## src/rtl/intra_pred_pkg.sv

```systemverilog
// Shared types and width helpers for the intra 4x4 residual / SAD path.
// Latency: n/a (types, constants and constant functions only).
// Backpressure: n/a.
package intra_pred_pkg;

  // H.264 intra 4x4 prediction modes, numbered as the predictor bank emits them.
  typedef enum logic [3:0] {
    VERT = 4'd0,
    HOR  = 4'd1,
    DC   = 4'd2,
    DDL  = 4'd3,
    DDR  = 4'd4,
    VR   = 4'd5,
    HD   = 4'd6,
    VL   = 4'd7,
    HU   = 4'd8
  } mode_e;

  // Block-level control: gather beats, scan SADs, then present the decision.
  typedef enum logic [1:0] {
    ACCUM  = 2'd0,
    SELECT = 2'd1,
    DONE   = 2'd2
  } state_e;

  // One extra bit holds the full signed range of (mb - pred) without wrap.
  function automatic int res_w(input int pix_w);
    return pix_w + 1;
  endfunction

  // Worst case SAD is npix * (2**pix_w - 1), which always fits here.
  function automatic int sad_w(input int pix_w, input int npix);
    return pix_w + $clog2(npix);
  endfunction

endpackage

```

## src/rtl/intra_lane_absdiff.sv

```systemverilog
// Per-mode lane residuals (mb - pred, signed, one bit wider) and the beat's sum of |res|.
// Latency: combinational.
// Backpressure: none; the parent registers the result only on an accepted beat.
module intra_lane_absdiff
  import intra_pred_pkg::*;
#(
  parameter int PIX_W = 8,
  parameter int LANES = 4,
  parameter int SUM_W = 12
) (
  input  logic [LANES*PIX_W-1:0]        mb,
  input  logic [LANES*PIX_W-1:0]        pred,
  output logic [LANES*res_w(PIX_W)-1:0] res,
  output logic [SUM_W-1:0]              abs_sum
);

  localparam int RES_W = res_w(PIX_W);

  // Magnitude of a residual; the most negative value is -(2**PIX_W - 1), so PIX_W bits suffice.
  function automatic logic [PIX_W-1:0] absv(input logic [PIX_W:0] d);
    return d[PIX_W] ? PIX_W'(-d) : d[PIX_W-1:0];
  endfunction

  // Zero-extend both pixels before subtracting so the difference never wraps, then fold |res| into the sum.
  always_comb begin
    res     = '0;
    abs_sum = '0;
    for (int l = 0; l < LANES; l++) begin
      res[l*RES_W +: RES_W] = {1'b0, mb[l*PIX_W +: PIX_W]} - {1'b0, pred[l*PIX_W +: PIX_W]};
      abs_sum = abs_sum + SUM_W'(absv(res[l*RES_W +: RES_W]));
    end
  end

endmodule

```

## src/rtl/intra4x4_resid_sad.sv

```systemverilog
// Streams signed per-mode residuals of a 4x4 block and picks the mode with the lowest SAD.
// Latency: residual beat 1 cycle after accept; decision NMODES+1 cycles after the last beat's handshake cycle.
// Backpressure: in_ready drops while a residual is stalled or outside ACCUM; decision holds until sad_ready.
// Optional: define INTRA_SAD_MODE_MASK_EN to add a per-block mode_mask candidate filter.
module intra4x4_resid_sad
  import intra_pred_pkg::*;
#(
  parameter int PIX_W  = 8,
  parameter int NPIX   = 16,
  parameter int NMODES = 9,
  parameter int LANES  = 4
) (
  input  logic                               clk,
  input  logic                               reset,
`ifdef INTRA_SAD_MODE_MASK_EN
  input  logic [NMODES-1:0]                  mode_mask,
`endif
  input  logic                               in_valid,
  output logic                               in_ready,
  input  logic [LANES*PIX_W-1:0]             in_mb,
  input  logic [NMODES*LANES*PIX_W-1:0]      in_pred,
  output logic                               res_valid,
  input  logic                               res_ready,
  output logic [NMODES*LANES*(PIX_W+1)-1:0]  res_data,
  output logic                               res_last,
  output logic                               sad_valid,
  input  logic                               sad_ready,
  output logic [$clog2(NMODES)-1:0]          best_mode,
  output logic [PIX_W+$clog2(NPIX)-1:0]      best_sad
);

  localparam int RES_W  = res_w(PIX_W);
  localparam int SAD_W  = sad_w(PIX_W, NPIX);
  localparam int BEATS  = NPIX / LANES;
  localparam int BEAT_W = (BEATS > 1) ? $clog2(BEATS) : 1;
  localparam int MODE_W = $clog2(NMODES);
  localparam int VEC_W  = LANES * RES_W;

  if ((NPIX % LANES) != 0) begin : g_bad_cfg
    $error("intra4x4_resid_sad: NPIX must be a multiple of LANES");
  end

  state_e                  state, state_nxt;
  logic [BEAT_W-1:0]       beat_cnt;
  logic [MODE_W-1:0]       scan_idx;
  logic [SAD_W-1:0]        sad_acc  [NMODES];
  logic [SAD_W-1:0]        beat_sum [NMODES];
  logic [NMODES*VEC_W-1:0] res_nxt;
  logic [NMODES-1:0]       cand;
  logic                    accept;
  logic                    last_beat;
  logic                    scan_end;

  assign accept    = in_valid && in_ready;
  assign last_beat = (beat_cnt == BEAT_W'(BEATS - 1));
  assign scan_end  = (scan_idx == MODE_W'(NMODES - 1));

  for (genvar gm = 0; gm < NMODES; gm++) begin : g_mode
    intra_lane_absdiff #(
      .PIX_W (PIX_W),
      .LANES (LANES),
      .SUM_W (SAD_W)
    ) u_absdiff (
      .mb      (in_mb),
      .pred    (in_pred[gm*LANES*PIX_W +: LANES*PIX_W]),
      .res     (res_nxt[gm*VEC_W +: VEC_W]),
      .abs_sum (beat_sum[gm])
    );
  end

`ifdef INTRA_SAD_MODE_MASK_EN
  logic [NMODES-1:0] mask_q;

  // Capture the candidate set on the first beat so it stays fixed for the whole block.
  always_ff @(posedge clk) begin
    if (reset) begin
      mask_q <= '0;
    end else if (accept && (beat_cnt == '0)) begin
      mask_q <= mode_mask;
    end
  end

  assign cand = mask_q;
`else
  assign cand = '1;
`endif

  // State register.
  always_ff @(posedge clk) begin
    if (reset) begin
      state <= ACCUM;
    end else begin
      state <= state_nxt;
    end
  end

  // Next state plus the handshake outputs; in_ready is forced low during reset so every output reads 0.
  always_comb begin
    state_nxt = state;
    in_ready  = 1'b0;
    sad_valid = 1'b0;
    case (state)
      ACCUM: begin
        in_ready = !reset && (!res_valid || res_ready);
        if (in_valid && in_ready && last_beat) begin
          state_nxt = SELECT;
        end
      end
      SELECT: begin
        if (scan_end) begin
          state_nxt = DONE;
        end
      end
      DONE: begin
        sad_valid = 1'b1;
        if (sad_ready) begin
          state_nxt = ACCUM;
        end
      end
      default: state_nxt = ACCUM;
    endcase
  end

  // Residual output slot: loads on accept, holds stable until drained; a drain and a load can share a cycle.
  always_ff @(posedge clk) begin
    if (reset) begin
      res_valid <= 1'b0;
      res_data  <= '0;
      res_last  <= 1'b0;
    end else if (accept) begin
      res_valid <= 1'b1;
      res_data  <= res_nxt;
      res_last  <= last_beat;
    end else if (res_ready) begin
      res_valid <= 1'b0;
      res_last  <= 1'b0;
    end
  end

  // Beat counting, SAD accumulation and the one-mode-per-cycle best search (strict < keeps the lowest index on ties).
  always_ff @(posedge clk) begin
    if (reset) begin
      beat_cnt  <= '0;
      scan_idx  <= '0;
      best_mode <= '0;
      best_sad  <= '0;
      for (int m = 0; m < NMODES; m++) begin
        sad_acc[m] <= '0;
      end
    end else begin
      case (state)
        ACCUM: begin
          if (accept) begin
            for (int m = 0; m < NMODES; m++) begin
              sad_acc[m] <= sad_acc[m] + beat_sum[m];
            end
            if (last_beat) begin
              beat_cnt  <= '0;
              scan_idx  <= '0;
              best_mode <= '0;
              best_sad  <= '1;
            end else begin
              beat_cnt <= beat_cnt + BEAT_W'(1);
            end
          end
        end
        SELECT: begin
          if (cand[scan_idx] && (sad_acc[scan_idx] < best_sad)) begin
            best_mode <= scan_idx;
            best_sad  <= sad_acc[scan_idx];
          end
          scan_idx <= scan_idx + MODE_W'(1);
        end
        DONE: begin
          if (sad_ready) begin
            beat_cnt <= '0;
            for (int m = 0; m < NMODES; m++) begin
              sad_acc[m] <= '0;
            end
          end
        end
        default: ;
      endcase
    end
  end

endmodule

```

## config.mk

```make
export PLATFORM = sky130hd
export DESIGN_NAME = intra4x4_resid_sad
export DESIGN_NICKNAME = d
export VERILOG_FILES = /design/src/rtl/intra_pred_pkg.sv /design/src/rtl/intra_lane_absdiff.sv /design/src/rtl/intra4x4_resid_sad.sv
export SDC_FILE = /design/constraint.sdc
export NUM_CORES = 2
export LEC_CHECK = 0
export ABC_CLOCK_PERIOD_IN_PS = 17000
export CORE_MARGIN = 8
export CORE_UTILIZATION = 40
export DETAILED_ROUTE_END_ITERATION = 12
export PLACE_DENSITY = 0.64
export SLEW_MARGIN = 25
export SYNTH_ARGS = -nofsm -noshare
export SYNTH_HDL_FRONTEND = slang
export SYNTH_SLANG_ARGS = --single-unit
```

## constraint.sdc

```tcl
create_clock -name clk -period 17 [get_ports clk]
set_input_delay 2.55 -clock clk [delete_from_list [all_inputs] [get_ports clk]]
set_output_delay 2.55 -clock clk [all_outputs]
set_load 0.02 [all_outputs]
```

==> results.md <==
- All-layer global routing usage: approximately a quarter
- Syn. warnings: 0
- Number of hold buffers added after cts: 0
- Average wire per cell in the routed design: about 23 µm
- Share of synthesized flip-flops with an asynchronous set or reset: 0%
- Power density of the placed cells: approximately 220 mW/mm²
- Pins over their slew limit: 0
- X dimension of the die: between 300 and 400 µm
- Global-route wire length before repair: around 250 mm
- Critical Path Most Common Cell: fa_1
- Reported leakage power: approximately 24 nW
- Pin slew with the least headroom to its limit: 1227 ps
- Drt total wl: 169.8 mm
- Number of nets in the synthesized netlist: approximately 6300
- Setup repair after global routing missed its margin: no
- Detail Placement HPWL: about 140 mm
- Top achievable clock speed: about 0.11 GHz
- Largest incremental delay on the critical path: approximately 600 ps
- Post-CTS setup buffer count: 0
- Post-Route Setup TNS: 0 ps
- Placement row count: 123
- Endpoint of the worst hold-timing path: res_last
- Average cell area after synthesis: between 8 and 9 µm²
- Clock tree from TritonCTS: built
- Worst flop-to-flop path startpoint: res_valid
- Arrival time of data at the critical path endpoint: about 9700 ps
- Count of unique library cells instantiated by Yosys: 69
- Clock-pin slew of the registers on the worst-case setup and hold paths: 60 ps
- Beginning of the worst hold path: res_last
- Vias in the first global route: between 30000 and 40000
- Routability-driven placement congestion ratio: approximately 0.96
- Die Ht: 351.3 µm
- Top cell type by total area after synthesis: dfxtp_1
- Total power: 0.01210 W
- Share of layout cells above drive strength 1: 3.674%
- Leading post-synthesis cells by cell area: dfxtp_1 16%, ha_1 15%, fa_1 8.4%, edfxtp_1 7.2%, inv_1 5.8%
- CP Launch Type: input pin
- Area of the mapped netlist: ~0.045 mm²
- CTS root buffer: clkbuf_16
- Post-layout net count: 6906
- Critical path class: input pin to register
- Initial DRT Pass Iterations: 6
- Highest net fanout along the worst path: 11
- Post-CTS resize count: 0
- Core utilization of the finished layout: 49.39%
- Prevailing post-synth register cell: dfxtp_1
- Slowest CP cell: fa_1
- CTS sink count: about 460
- Initial antenna violation count: 20
- Run status: complete, no violations
- Depth of the worst hold-timing path: 2
- Post-synthesis register bit count: about 460
- Hold Path Class: register to register
- Via count: roughly 40000
- Remaining DRCs: 0
- Capturing element type of the critical path: register
- Instance count of the mapped netlist: about 5200
- Core Box Area: between 0.1 and 0.15 mm²
- Maximum capacitance violations: 0
- Number of fill cells: 10758
- I/O Pins: roughly 670
- Final Hold Slack: between 400 and 500 ps
- Total clock buffers created by CTS: just under 60
- Via-per-instance ratio: 5.450
- R2R setup slack: between 10000 and 15000 ps
- Post-synth EDFFs: roughly 110
- Clock tree skew after final layout: ~25 ps
- Maximum number of pins on one net before global-route repair: 206
- Destination of the worst register-to-register timing path: res_data[151]
- Worst-Skew Late Latency: just under 700 ps
- Number of DRC markers after the initial detailed-route iteration: ~2800
- Relative max-transition margin: a little under a fifth
- Port Buffer Count: between 600 and 700
- Register Area: around 0.010 mm²
- Cell Count Post-Placement: around 7300
- Antenna violation net count after detailed routing: 0
- Total of endpoints with negative setup slack in the final report: 0
- Portion of synthesized cell area occupied by the leading cell type: between 10% and 20%
- Maximum ir drop on the vdd rail: about 0.21 mV
- Final standard cell count with taps included and fillers excluded: roughly 7400
- Required time worst endpoint: 17430 ps
- Max Root-Sink Buffers: 3
- Initial standard-cell utilization of the core: 40.13%
- Aggregate global routing overflow: 0
- Final worst path period need: between 9000 and 10000 ps
- Area growth from synthesis to layout: 23.08%
- Die Footprint: 0.1234 mm²
- Portion of the post-synthesis area used by sequential elements: approximately 23%
- Number of cells on the worst reg-to-reg path: 7
- Post-route clock period utilization: 54.36%
- Multi-input gate area: roughly 0.032 mm²
- Number of levels the H-tree was split into: 2
- Hold Violations, Final: 0
==> cell usage in the layout, fill, tap and decap left out, types with 102 or more instances in the layout <==
master	count
clkdlybuf4s50_1	660
nor3_1	107
nand2b_1	108
nand2_1	136
fa_1	189
dfxtp_1	354
a21oi_1	238
nand3b_1	312
nor2_1	392
ha_1	536
xnor2_1	294
o21ai_0	402
inv_1	692
xor2_1	196
o21a_1	102
edfxtp_1	108
==> power breakdown <==
part	internal, W	switching [W]
clock	0.000778	0.000572
sequential	0.00146	0.000177
combinational	0.00398	0.00513
==> state kept, by name, summed over array words and instances (netlist names), named ones only <==
signal	count
res_data	324
best_sad	12
best_mode	4
res_last	1
state	2
res_valid	1
beat_cnt	2
sad_acc	108
scan_idx	4
==> how the worst max path moves through the flow <==
stage	from	cells after the start	endpoint
floorplan	in_mb[8]	24	sad_acc[2][11]
global placement	in_mb[1]	25	sad_acc[5][11]
detailed placement	in_mb[1]	25	sad_acc[2][11]
CTS	in_mb[1]	25	sad_acc[5][11]
global route	in_mb[1]	25	sad_acc[4][11]
finish	in_mb[1]	25	sad_acc[5][11]
==> synth_stat cells (all sizes together) (44+ instances only) <==
cell,count
nand3b,312
nand3,98
edfxtp,108
a211oi,47
mux2i,67
nor2,392
ha,536
clkbuf,124
dfxtp,354
inv,692
nor3,107
xor2,196
nor2b,86
a31oi,49
a21o,74
o21a,102
nand2b,109
o21ai,447
a21oi,238
mux2,44
xnor2,294
fa,189
nand2,138
==> per-layer routing <==
layer	GRT usage (%)	part of all wire, %
met1	33.00	41
met2	44.76	47
met3	5.989	8.6
met4	9.011	3.8
met5	0	0.067
==> critical path: cells and delay by family <==
family / cells / cell delay, ps
xor gates and xnor gates: 1 / 430
muxes: 1 / 110
adders and majority gates: 5 / 2180
AOI/OAI and AO/OA: 9 / 2080
and+or+nand+nor: 5 / 1010
buffers and inverters: 4 / 1270
==> layout make-up <==
cell class | count | share of cell area (%)
multi-input cells | 3936 | 56.95
flip-flops and latches | 462 | 18.67
repair buffers | 705 | 12.56
inverters | 692 | 4.694
well taps | 1500 | 3.391
clock buffers | 81 | 3.210
clock inverters | 30 | 0.4951
diodes | 8 | 0.03617
==> cells by family after synthesis <==
| kind of cell | Yosys count | share of synthesized area [%] |
|---|---|---|
| AO/OA/AOI/OAI | 1189 | 16.44 |
| XOR/XNOR | 490 | 9.544 |
| adder cells (fa/ha/maj) | 725 | 23.33 |
| buffers and inverters | 833 | 7.004 |
| flip-flops | 462 | 22.97 |
| multiplexers | 134 | 3.745 |
| AND/OR/NAND/NOR | 1398 | 16.96 |
==> stage by stage <==
stage | area (µm²) | setup slack (ps)
global placement | 53270 | 7076
detailed placement | 53270 | 7074
CTS | 55320 | 7796
floorplan | 44960 | 8623
finish | 55340 | 7758
global route | 55330 | 7420
Note: power is estimated with default switching activity, not from simulation.
